`src/rtl/vga_pkg.sv`:
```
// Shared VGA timing constants, colours and types for the image layer.
package vga_pkg;

  // 640x480 @ 60 Hz timing
  localparam int unsigned H_ACTIVE = 640;
  localparam int unsigned H_FRONT  = 16;
  localparam int unsigned H_SYNC   = 96;
  localparam int unsigned H_BACK   = 48;
  localparam int unsigned H_TOTAL  = H_ACTIVE + H_FRONT + H_SYNC + H_BACK;
  localparam int unsigned V_ACTIVE = 480;
  localparam int unsigned V_FRONT  = 10;
  localparam int unsigned V_SYNC   = 2;
  localparam int unsigned V_BACK   = 33;
  localparam int unsigned V_TOTAL  = V_ACTIVE + V_FRONT + V_SYNC + V_BACK;

  typedef logic [2:0] rgb3_t;

  localparam rgb3_t BLACK = 3'b000;
  localparam rgb3_t WHITE = 3'b111;
  localparam rgb3_t GREEN = 3'b010;

  // Display-bank swap FSM states
  typedef enum logic [0:0] {StIdle, StSwap} swap_state_e;

  function automatic logic is_pow2(int unsigned v);
    return (v != 0) && ((v & (v - 1)) == 0);
  endfunction

endpackage

```
`src/rtl/vga_image_renderer_if.sv`:
```
// Beam, RAM and video-output bundle between the timing/RAM side and the image layer.
interface vga_image_renderer_if #(
  parameter int unsigned ADDR_W = 12,
  parameter int unsigned PIX_W  = 1
);
  import vga_pkg::*;

  logic [9:0]        counter_x;
  logic [9:0]        counter_y;
  logic              in_display_area;
  logic              hsync_in;
  logic              vsync_in;
  logic              img_enable;
  logic              invert;
  logic              swap_req;
  logic [PIX_W-1:0]  ram_q;
  logic [ADDR_W:0]   rdaddress;
  logic              wr_bank;
  logic              swap_ack;
  rgb3_t             pixel;
  logic              hsync_out;
  logic              vsync_out;

  modport master (
    output counter_x, counter_y, in_display_area, hsync_in, vsync_in,
    output img_enable, invert, swap_req, ram_q,
    input  rdaddress, wr_bank, swap_ack, pixel, hsync_out, vsync_out
  );

  modport slave (
    input  counter_x, counter_y, in_display_area, hsync_in, vsync_in,
    input  img_enable, invert, swap_req, ram_q,
    output rdaddress, wr_bank, swap_ack, pixel, hsync_out, vsync_out
  );
endinterface

```
`src/rtl/vga_delay_line.sv`:
```
// Fixed-depth shift register with synchronous reset to a programmable value.
module vga_delay_line #(
  parameter int unsigned       Width    = 1,
  parameter int unsigned       Depth    = 1,
  parameter logic [Width-1:0]  ResetVal = '0
) (
  input  logic             clk,
  input  logic             reset,
  input  logic [Width-1:0] d_i,
  output logic [Width-1:0] q_o
);
  import vga_pkg::*;

  if (Depth < 1) begin : g_bad_depth
    $error("vga_delay_line: Depth must be at least 1");
  end

  logic [Width-1:0] stage_q [Depth];

  // Shift every stage by one each cycle; reset loads all stages.
  always_ff @(posedge clk) begin
    if (reset) begin
      for (int i = 0; i < Depth; i++) stage_q[i] <= ResetVal;
    end else begin
      stage_q[0] <= d_i;
      for (int i = 1; i < Depth; i++) stage_q[i] <= stage_q[i-1];
    end
  end

  assign q_o = stage_q[Depth-1];

endmodule

```
`src/rtl/vga_image_renderer.sv`:
```
// Image layer: positions a scaled frame-RAM image on screen, colour-maps it,
// keeps sync aligned with the pixel pipeline and swaps display banks at frame end.
module vga_image_renderer #(
  parameter int unsigned IMG_W      = 64,
  parameter int unsigned IMG_H      = 64,
  parameter int unsigned ADDR_W     = 12,
  parameter int unsigned PIX_W      = 1,
  parameter int unsigned SCALE_LOG2 = 0,
  parameter int unsigned ORIGIN_X   = 0,
  parameter int unsigned ORIGIN_Y   = 0,
  parameter int unsigned RAM_LAT    = 1,
  parameter int unsigned V_ACTIVE   = 480,
  parameter logic [2:0]  BG_COLOR   = 3'b010,
  parameter logic        SYNC_IDLE  = 1'b1
) (
  input logic                  clk,
  input logic                  reset,
  vga_image_renderer_if.slave  bus
);
  import vga_pkg::*;

  localparam int unsigned XW       = $clog2(IMG_W);
  localparam int unsigned YW       = $clog2(IMG_H);
  localparam int unsigned Lat      = RAM_LAT + 2;
  localparam int unsigned ImgWDisp = IMG_W << SCALE_LOG2;
  localparam int unsigned ImgHDisp = IMG_H << SCALE_LOG2;

  if (PIX_W != 1 && PIX_W != 3) begin : g_bad_pix_w
    $error("vga_image_renderer: PIX_W must be 1 or 3");
  end
  if (!is_pow2(IMG_W) || !is_pow2(IMG_H)) begin : g_bad_dims
    $error("vga_image_renderer: IMG_W and IMG_H must be powers of two");
  end
  if (ADDR_W != XW + YW) begin : g_bad_addr_w
    $error("vga_image_renderer: ADDR_W must equal log2(IMG_W)+log2(IMG_H)");
  end
  if (RAM_LAT < 1 || RAM_LAT > 3) begin : g_bad_ram_lat
    $error("vga_image_renderer: RAM_LAT must be 1..3");
  end

  // Region test and address
  logic [10:0]   dx, dy;        // MSB set means beam is left of / above the origin
  logic          in_img;
  logic [XW-1:0] addr_x;
  logic [YW-1:0] addr_y;

  // Position-derived image coordinates; scaling is just a right shift.
  always_comb begin
    dx     = {1'b0, bus.counter_x} - 11'(ORIGIN_X);
    dy     = {1'b0, bus.counter_y} - 11'(ORIGIN_Y);
    in_img = !dx[10] && (32'(dx[9:0]) < ImgWDisp) &&
             !dy[10] && (32'(dy[9:0]) < ImgHDisp) && bus.in_display_area;
    addr_x = XW'(dx[9:0] >> SCALE_LOG2);
    addr_y = YW'(dy[9:0] >> SCALE_LOG2);
  end

  // Bank swap
  swap_state_e state_q;
  logic        bank_q;
  logic        swap_ack_q;
  logic        frame_end;

  assign frame_end = (bus.counter_x == 10'd0) && (bus.counter_y == 10'(V_ACTIVE));

  // Toggle the display bank once per request, only at the frame boundary.
  always_ff @(posedge clk) begin
    if (reset) begin
      state_q    <= StIdle;
      bank_q     <= 1'b0;
      swap_ack_q <= 1'b0;
    end else begin
      swap_ack_q <= 1'b0;
      unique case (state_q)
        StIdle: begin
          if (frame_end && bus.swap_req) begin
            bank_q     <= ~bank_q;
            swap_ack_q <= 1'b1;
            state_q    <= StSwap;
          end
        end
        StSwap: begin
          if (!bus.swap_req) state_q <= StIdle;
        end
        default: state_q <= StIdle;
      endcase
    end
  end

  // Stage A: RAM address plus the per-pixel flags
  logic [ADDR_W:0] rdaddr_q;
  logic [3:0]      a_flags_q;  // {in_img, in_display_area, img_enable, invert}

  // Register the read address and flags together so they stay paired.
  always_ff @(posedge clk) begin
    if (reset) begin
      rdaddr_q  <= '0;
      a_flags_q <= '0;
    end else begin
      rdaddr_q  <= in_img ? {bank_q, addr_y, addr_x} : {bank_q, {ADDR_W{1'b0}}};
      a_flags_q <= {in_img, bus.in_display_area, bus.img_enable, bus.invert};
    end
  end

  // Flags wait out the RAM read latency
  logic [3:0] f_flags;

  vga_delay_line #(
    .Width    (4),
    .Depth    (RAM_LAT),
    .ResetVal (4'b0000)
  ) u_flag_dly (
    .clk   (clk),
    .reset (reset),
    .d_i   (a_flags_q),
    .q_o   (f_flags)
  );

  // Syncs travel the whole pipeline depth so they line up with pixel
  logic [1:0] sync_dly;

  vga_delay_line #(
    .Width    (2),
    .Depth    (Lat),
    .ResetVal ({SYNC_IDLE, SYNC_IDLE})
  ) u_sync_dly (
    .clk   (clk),
    .reset (reset),
    .d_i   ({bus.hsync_in, bus.vsync_in}),
    .q_o   (sync_dly)
  );

  // Colour map
  rgb3_t img_c;

  if (PIX_W == 1) begin : g_mono
    assign img_c = {3{bus.ram_q[0]}};
  end else begin : g_rgb
    assign img_c = rgb3_t'(bus.ram_q);
  end

  rgb3_t pixel_d, pixel_q;

  // Black outside the display, background where the image is absent or disabled.
  always_comb begin
    pixel_d = BLACK;
    if (!f_flags[2]) begin
      pixel_d = BLACK;
    end else if (!f_flags[3] || !f_flags[1]) begin
      pixel_d = BG_COLOR;
    end else begin
      pixel_d = img_c ^ {3{f_flags[0]}};
    end
  end

  // Final output register.
  always_ff @(posedge clk) begin
    if (reset) pixel_q <= BLACK;
    else       pixel_q <= pixel_d;
  end

  assign bus.rdaddress = rdaddr_q;
  assign bus.wr_bank   = ~bank_q;
  assign bus.swap_ack  = swap_ack_q;
  assign bus.pixel     = pixel_q;
  assign bus.hsync_out = sync_dly[1];
  assign bus.vsync_out = sync_dly[0];

endmodule

```
`src/flat_wrapper.sv`:
```
// flat-port wrapper written by rule: the top's interface ports become plain ports
module vga_image_renderer_flat import vga_pkg::*;
#(
  parameter int unsigned IMG_W      = 64,
  parameter int unsigned IMG_H      = 64,
  parameter int unsigned ADDR_W     = 12,
  parameter int unsigned PIX_W      = 1,
  parameter int unsigned SCALE_LOG2 = 0,
  parameter int unsigned ORIGIN_X   = 0,
  parameter int unsigned ORIGIN_Y   = 0,
  parameter int unsigned RAM_LAT    = 1,
  parameter int unsigned V_ACTIVE   = 480,
  parameter logic [2:0]  BG_COLOR   = 3'b010,
  parameter logic        SYNC_IDLE  = 1'b1
)
  (clk, reset, bus_counter_x, bus_counter_y, bus_in_display_area, bus_hsync_in, bus_vsync_in, bus_img_enable, bus_invert, bus_swap_req, bus_ram_q, bus_rdaddress, bus_wr_bank, bus_swap_ack, bus_pixel, bus_hsync_out, bus_vsync_out);
  vga_image_renderer_if #(.ADDR_W(ADDR_W), .PIX_W(PIX_W)) bus_i ();
  input logic clk;
  input logic reset;
  input wire logic [$bits(bus_i.counter_x)-1:0] bus_counter_x;
  input wire logic [$bits(bus_i.counter_y)-1:0] bus_counter_y;
  input wire logic [$bits(bus_i.in_display_area)-1:0] bus_in_display_area;
  input wire logic [$bits(bus_i.hsync_in)-1:0] bus_hsync_in;
  input wire logic [$bits(bus_i.vsync_in)-1:0] bus_vsync_in;
  input wire logic [$bits(bus_i.img_enable)-1:0] bus_img_enable;
  input wire logic [$bits(bus_i.invert)-1:0] bus_invert;
  input wire logic [$bits(bus_i.swap_req)-1:0] bus_swap_req;
  input wire logic [$bits(bus_i.ram_q)-1:0] bus_ram_q;
  output wire logic [$bits(bus_i.rdaddress)-1:0] bus_rdaddress;
  output wire logic [$bits(bus_i.wr_bank)-1:0] bus_wr_bank;
  output wire logic [$bits(bus_i.swap_ack)-1:0] bus_swap_ack;
  output wire logic [$bits(bus_i.pixel)-1:0] bus_pixel;
  output wire logic [$bits(bus_i.hsync_out)-1:0] bus_hsync_out;
  output wire logic [$bits(bus_i.vsync_out)-1:0] bus_vsync_out;
  assign bus_i.counter_x = bus_counter_x;
  assign bus_i.counter_y = bus_counter_y;
  assign bus_i.in_display_area = bus_in_display_area;
  assign bus_i.hsync_in = bus_hsync_in;
  assign bus_i.vsync_in = bus_vsync_in;
  assign bus_i.img_enable = bus_img_enable;
  assign bus_i.invert = bus_invert;
  assign bus_i.swap_req = bus_swap_req;
  assign bus_i.ram_q = bus_ram_q;
  assign bus_rdaddress = bus_i.rdaddress;
  assign bus_wr_bank = bus_i.wr_bank;
  assign bus_swap_ack = bus_i.swap_ack;
  assign bus_pixel = bus_i.pixel;
  assign bus_hsync_out = bus_i.hsync_out;
  assign bus_vsync_out = bus_i.vsync_out;
  vga_image_renderer #(.IMG_W(IMG_W), .IMG_H(IMG_H), .ADDR_W(ADDR_W), .PIX_W(PIX_W), .SCALE_LOG2(SCALE_LOG2), .ORIGIN_X(ORIGIN_X), .ORIGIN_Y(ORIGIN_Y), .RAM_LAT(RAM_LAT), .V_ACTIVE(V_ACTIVE), .BG_COLOR(BG_COLOR), .SYNC_IDLE(SYNC_IDLE)) u_core (.clk(clk), .reset(reset), .bus(bus_i));
endmodule
```
`config.mk`:
```
export PLATFORM = sky130hd
export DESIGN_NAME = vga_image_renderer_flat
export DESIGN_NICKNAME = d
export VERILOG_FILES = /design/src/rtl/vga_pkg.sv /design/src/rtl/vga_image_renderer_if.sv /design/src/rtl/vga_delay_line.sv /design/src/rtl/vga_image_renderer.sv /design/src/flat_wrapper.sv
export SDC_FILE = /design/constraint.sdc
export NUM_CORES = 1
export LEC_CHECK = 0
export ABC_AREA = 1
export ABC_CLOCK_PERIOD_IN_PS = 820
export CORE_UTILIZATION = 36
export DETAILED_ROUTE_END_ITERATION = 6
export PLACE_DENSITY_LB_ADDON = 0.05
export SLEW_MARGIN = 20
export SYNTH_ARGS = -nofsm -noshare
export SYNTH_HDL_FRONTEND = slang
export SYNTH_SLANG_ARGS = --single-unit
```
`constraint.sdc`:
```
create_clock -name clk -period 0.82 [get_ports clk]
set_input_delay 0.123 -clock clk [delete_from_list [all_inputs] [get_ports clk]]
set_output_delay 0.123 -clock clk [all_outputs]
set_load 0.02 [all_outputs]
```
---- Word-level counts from Yosys, hierarchy flattened ----
Memories as Yosys holds them, arrays and structs flattened.
Cells that the tools add are included.
word-level totals
  flip-flop bits (word level) ............. 23
  bits in writable memories ............... 10
  bits of input ports ..................... 29
  output and inout bits ................... 20
  logic and storage cells ................. 47
  memories kept ........................... 2
cells by class
  $lt $le $gt $ge ......................... 2
  equality and inequality tests ........... 1
  multiplexer cells ....................... 12
  bitwise operators ....................... 8
  reduce and logical (&&, ||, !) cells .... 14
memory list
  memory                     depth  bits a word  read ports  clocked after Yosys merged registers in  wr ports  line                  source
  u_core.u_sync_dly.stage_q  3      2            3           0                                        3         vga_delay_line.sv:18  logic [Width-1:0] stage_q [Depth];
  u_core.u_flag_dly.stage_q  1      4            1           0                                        1         vga_delay_line.sv:18
operators by type and width
  kind                   count
  $lt A10 B7 Y1 const B  2
  $eq A10 B9 Y1 const B  1
  $logic_not A10 Y1      1
  $mux W2                4
  $mux W1                6
  $reduce_or A2 Y1       3
  $logic_and A1 B1 Y1    4
  $mux W4                1
  $not A1 Y1             4
  $reduce_or A4 Y1       1
  $or A1 B1 Y1           3
  $reduce_or A3 Y1       1
  $xor A3 B3 Y3          1
  $logic_not A1 Y1       2
  $pmux W1 S2            1
  $reduce_and A2 Y1      1
  $logic_or A1 B1 Y1     1

---- Depth between registers and ports, before layout ----
  word-level depth ........................ 5
  depth in mapped cells ................... 8
  mapped depth without buffers ............ 8

---- Modules after synthesis ----
Synthesis repeated with hierarchy kept, for this count alone.
unflattened totals
  cell total of the unflattened synthesis .. 133
  area total of the unflattened synthesis .. 1099.8 sq um
by module, submodules not included
  module                               times used  cells an instance  area an instance (sq um)
  vga_image_renderer                   1           100                805.8
  vga_delay_line at u_core.u_sync_dly  1           21                 183.9
  vga_delay_line at u_core.u_flag_dly  1           12                 110.1

---- Least setup slack after synthesis ----
OpenSTA, ideal clock, no wires.
  path kind ............................... register to register
  start ................................... register u_core.state_q
  end ..................................... register u_core.bank_q
  setup time .............................. 0.064 ns
  data arrival time ....................... 0.798 ns
  data required time ...................... 0.756 ns
  setup slack ............................. -0.042 ns
  cell stages (with the launch flop) ...... 8
  buffers on the path ..................... 0
  period minus slack after synthesis ...... 0.862 ns
  cell sequence ........................... dfxtp_1 -> nor2_1 -> nand2_1 -> nor2_1 -> nand3_1 -> nand2_1 -> inv_1 -> nor2_1
on the way
  cells in the longest elaborated chain, start to end .. 2
ends and longest elaborated chain
  what                                line                      source
  start: declaration                  vga_image_renderer.sv:58  swap_state_e state_q;
  start signal: assignment            vga_image_renderer.sv:68  state_q <= StIdle;
  start signal: assignment            vga_image_renderer.sv:78  state_q <= StSwap;
  start signal: assignment            vga_image_renderer.sv:82  if (!bus.swap_req) state_q <= StIdle;
  $not A1 Y1                          -
  $reduce_and A2 Y1 (no source line)  -
  end signal: assignment              vga_image_renderer.sv:76  bank_q <= ~bank_q;
  end: declaration                    vga_image_renderer.sv:59  logic bank_q;
No other way between the ends.
A chain may end at the register's enable or synchronous reset.

---- Final worst setup path ----
  start ................................... input port bus_counter_y[5]
  end ..................................... register u_core.bank_q
on the way
  cells in the longest elaborated chain, start to end .. 4
ends and longest elaborated chain
  what                                line                      source
  start: declaration                  flat_wrapper.sv:21        input wire logic [$bits(bus_i.counter_y)-1:0] bus_counter_y;
  $eq A10 B9 Y1                       vga_image_renderer.sv:63  assign frame_end = (bus.counter_x == 10'd0) && (bus.counter_y == 10'(V_ACTIVE));
  $logic_and A1 B1 Y1                 vga_image_renderer.sv:63
  $logic_and A1 B1 Y1                 vga_image_renderer.sv:75  if (frame_end && bus.swap_req) begin
  $reduce_and A2 Y1 (no source line)  -
No other way between the ends.

==> impl_metrics.sql <==
INSERT INTO impl_metrics (metric_group, metric, value, unit) VALUES
('outcome', 'run_status', 'finished, violations left', ''),
('outcome', 'failing_checks', 'negative setup slack', ''),
('synth', 'synth.avg_cell_area', '8.67', 'um^2'),
('cells_and_area', 'insertedDiodeCount', '0', ''),
('synth', 'yosysSeqAreaShare', '60.1', '%'),
('timing', 'maximum_clock_frequency', '1.03', 'GHz'),
('synth', 'synth.net_count', '152', ''),
('die', 'die_area', '3180', 'um^2'),
('synth', 'netlist.area_leader.share', '60.1', '%'),
('pwr', 'power.density_cell_area', '1540', 'nW/um^2'),
('route', 'post_drt_wl_per_cell', '9.66', 'um'),
('cells_and_area', 'area.growth.synth_to_final', '67.8', '%'),
('synth', 'ys_seq_elements', '32', ''),
('timing', 'slew_headroom', '86.5', '%'),
('worst_setup_path', 'critPathArrivalTime', '1.23', 'ns'),
('route', 'detail-route-antenna-nets', '0', ''),
('place', 'detailed_place_hpwl', '1570', 'um'),
('hold_path', 'hold_depth', '2', ''),
('route', 'first_iteration_detailed_routing_drc_count', '7', ''),
('clock_network', 'numClockSinks', '32', ''),
('place', 'numPlacedInstances', '206', ''),
('route', 'drt_drc_violations_left', '0', ''),
('timing', 'worst_slack', '-0.153', 'ns'),
('hold_path', 'min_from', 'reset', ''),
('timing', 'setup-violations-final', '23', ''),
('synth', 'yosys-top-cells-area', 'sky130_fd_sc_hd__dfxtp_1 60%, sky130_fd_sc_hd__nor2_1 9.2%, sky130_fd_sc_hd__inv_1 8.1%', ''),
('worst_setup_path', 'worst_r2r_endpoint', 'u_core.bank_q', ''),
('route', 'via_count', '918', ''),
('timing', 'fin_crit', '0.973', 'ns'),
('timing', 'final-max-slew-violation-count', '0', ''),
('worst_setup_path', 'timing.critical_path.required', '1.08', 'ns'),
('cells_and_area', 'layout.cells.most_common_list', '22 x sky130_fd_sc_hd__inv_1, 21 x sky130_fd_sc_hd__nor2_1, 20 x sky130_fd_sc_hd__buf_6, 20 x sky130_fd_sc_hd__dfxtp_2, 18 x sky130_fd_sc_hd__clkdlybuf4s50_1', ''),
('synth', 'synth.cell_area', '1070', 'um^2'),
('clock_network', 'post_cts_hold_buffer_count', '0', ''),
('clock_network', 'insertion_delay', '0.32', 'ns'),
('pwr', 'p_total', '2.76', 'mW'),
('die', 'floorplan.initialDensity', '38.3', '%'),
('cells_and_area', 'finalCoreUtilization', '64.3', '%'),
('place', 'gp_congestion', '0.695', ''),
('hold_path', 'timing.hold.worst_endpoint', 'u_core.a_flags_q[2]', ''),
('die', 'ios', '49', ''),
('pwr', 'static-leakage-power', '0.823', 'nW'),
('grt', 'grt_pass1_wl', '3390', 'um'),
('grt', 'grt_overflow', '0', ''),
('cells_and_area', 'finish.cell_count_without_fillers', '216', ''),
('grt', 'antenna_found_initial', '0', ''),
('timing', 'worst_slew_pin_slew', '0.202', 'ns'),
('cells_and_area', 'post_route_cells_drive_above_1_share', '45.4', '%'),
('timing', 'hold_viol', '0', ''),
('clock_network', 'cts_root_buffer', 'sky130_fd_sc_hd__clkbuf_4', ''),
('route', 'drt_pass1_iterations', '3', ''),
('worst_setup_path', 'crit_type', 'primary input to register', ''),
('route', 'viasPerCell', '4.25', ''),
('die', 'num_rows', '19', ''),
('place', 'port_buffers', '48', ''),
('clock_network', 'cts_buffer_depth', '2', ''),
('cells_and_area', 'fin_nets', '213', ''),
('pwr', 'max-vdd-ir-drop', '1380', 'uV'),
('worst_setup_path', 'r2r-start', 'u_core.state_q', ''),
('die', 'core-area', '2780', 'um^2'),
('clock_network', 'numCtsBuffers', '5', ''),
('grt', 'gr-usage-all-layers', '14.4', '%'),
('die', 'die-width', '56.4', 'um'),
('timing', 'timing.setup.tns', '-1.71', 'ns'),
('grt', 'grt_start_max_net_pins', '13', ''),
('cells_and_area', 'final_common_cell', 'sky130_fd_sc_hd__inv_1', ''),
('hold_path', 'min_path_type', 'primary input to register', ''),
('worst_setup_path', 'worst_r2r_path_depth', '7', ''),
('synth', 'yosysWarnings', '0', ''),
('worst_setup_path', 'crit_path_start_kind', 'primary input', ''),
('timing', 'final_min_period_over_clock_period', '119', '%');
==> synthesized netlist by cell type <==
library cell	n
sky130_fd_sc_hd__inv_1	23
sky130_fd_sc_hd__dfxtp_1	32
sky130_fd_sc_hd__nand3_1	4
sky130_fd_sc_hd__nand3_2	1
sky130_fd_sc_hd__nand4_1	2
sky130_fd_sc_hd__xor2_1	1
sky130_fd_sc_hd__nor2_2	11
sky130_fd_sc_hd__nand2_1	11
sky130_fd_sc_hd__nor2_4	1
sky130_fd_sc_hd__buf_6	1
sky130_fd_sc_hd__or2_2	6
sky130_fd_sc_hd__a21oi_1	1
sky130_fd_sc_hd__inv_2	1
sky130_fd_sc_hd__clkbuf_1	1
sky130_fd_sc_hd__nor2_1	26
sky130_fd_sc_hd__buf_4	1
==> repair_timing <==
item | 4_1_cts | 5_1_grt
gates cloned | 1 | 0
setup buffers | 0 | 1
endpoints found under the setup margin | 36 | 35
pin swaps | 10 | 8
gates resized for setup | 155 | 12
==> power by group <==
group / leakage [nW] / switching [mW] / internal [mW] / total [mW]
logic: 0.522 / 0.0986 / 0.161 / 0.259
clock network: 0.0326 / 0.484 / 0.423 / 0.907
registers: 0.269 / 0.00812 / 1.58 / 1.59
==> worst max-delay path by stage <==
stage                          start       endpoint  slack, ns  cells after the start
global route          u_core.state_q  u_core.bank_q      -0.21                      7
global placement    bus_counter_y[3]  u_core.bank_q      -0.44                      8
floorplan             u_core.state_q  u_core.bank_q      -0.04                      7
detailed placement  bus_counter_x[7]  u_core.bank_q      -0.48                      8
finish              bus_counter_y[5]  u_core.bank_q      -0.15                      7
CTS                    u_core.bank_q    bus_wr_bank      -0.14                      2
==> routing by layer <==
| metal | vias to the layer above | track usage, % | wire length [um] |
|---|---|---|---|
| met3 | 4 | 5.30 | 124 |
| met2 | 36 | 23.3 | 1050 |
| met5 | - | 0 | 0 |
| li1 | 482 | - | - |
| met4 | 0 | 8.36 | 32 |
| met1 | 396 | 16.1 | 876 |
==> registers in the layout (all words and copies together), names as in the netlist <==
signal                     cells
u_core.a_flags_q               4
u_core.u_flag_dly.stage_q      4
u_core.bus.pixel               2
u_core.state_q                 1
u_core.u_sync_dly.stage_q      6
u_core.bank_q                  1
u_core.bus.rdaddress          13
u_core.bus.swap_ack            1
==> kinds of logic after synthesis <==
group / after synthesis / share of synthesized area (%)
buffers and inverters: 27 / 10.6
AOI/OAI and AO/OA: 1 / 0.469
DFF: 32 / 60.1
and+or+nand+nor: 62 / 28.1
xor gates and xnor gates: 1 / 0.822
==> layout make-up <==
| cell class | count | area, um^2 |
|---|---|---|
| clock buffer | 8 | 58.8 |
| fill | 242 | 992 |
| inverter | 24 | 95.1 |
| multi-input combinational | 64 | 347 |
| sequential | 32 | 666 |
| tap | 31 | 38.8 |
| timing repair buffer | 56 | 576 |
| timing repair inverter | 1 | 8.76 |
==> critical path, cell delays in order <==
cell and delay, ns:
sky130_fd_sc_hd__clkdlybuf4s50_1 0.48, sky130_fd_sc_hd__nand4_1 0.12, sky130_fd_sc_hd__nor2_1 0.20, sky130_fd_sc_hd__nand3_2 0.12, sky130_fd_sc_hd__nand2_1 0.07, sky130_fd_sc_hd__inv_1 0.03, sky130_fd_sc_hd__nor2_1 0.09
==> through the flow <==
step	setup WS (ns)	hold WS, ns	instance area (um^2)
floorplan	-0.0416	0.201	1070
global placement	-0.437	0.391	1620
detailed placement	-0.479	0.394	1620
CTS	-0.143	0.111	1730
global route	-0.211	0.0879	1790
finish	-0.153	0.0885	1790
Power figures use the tool's default switching activity.
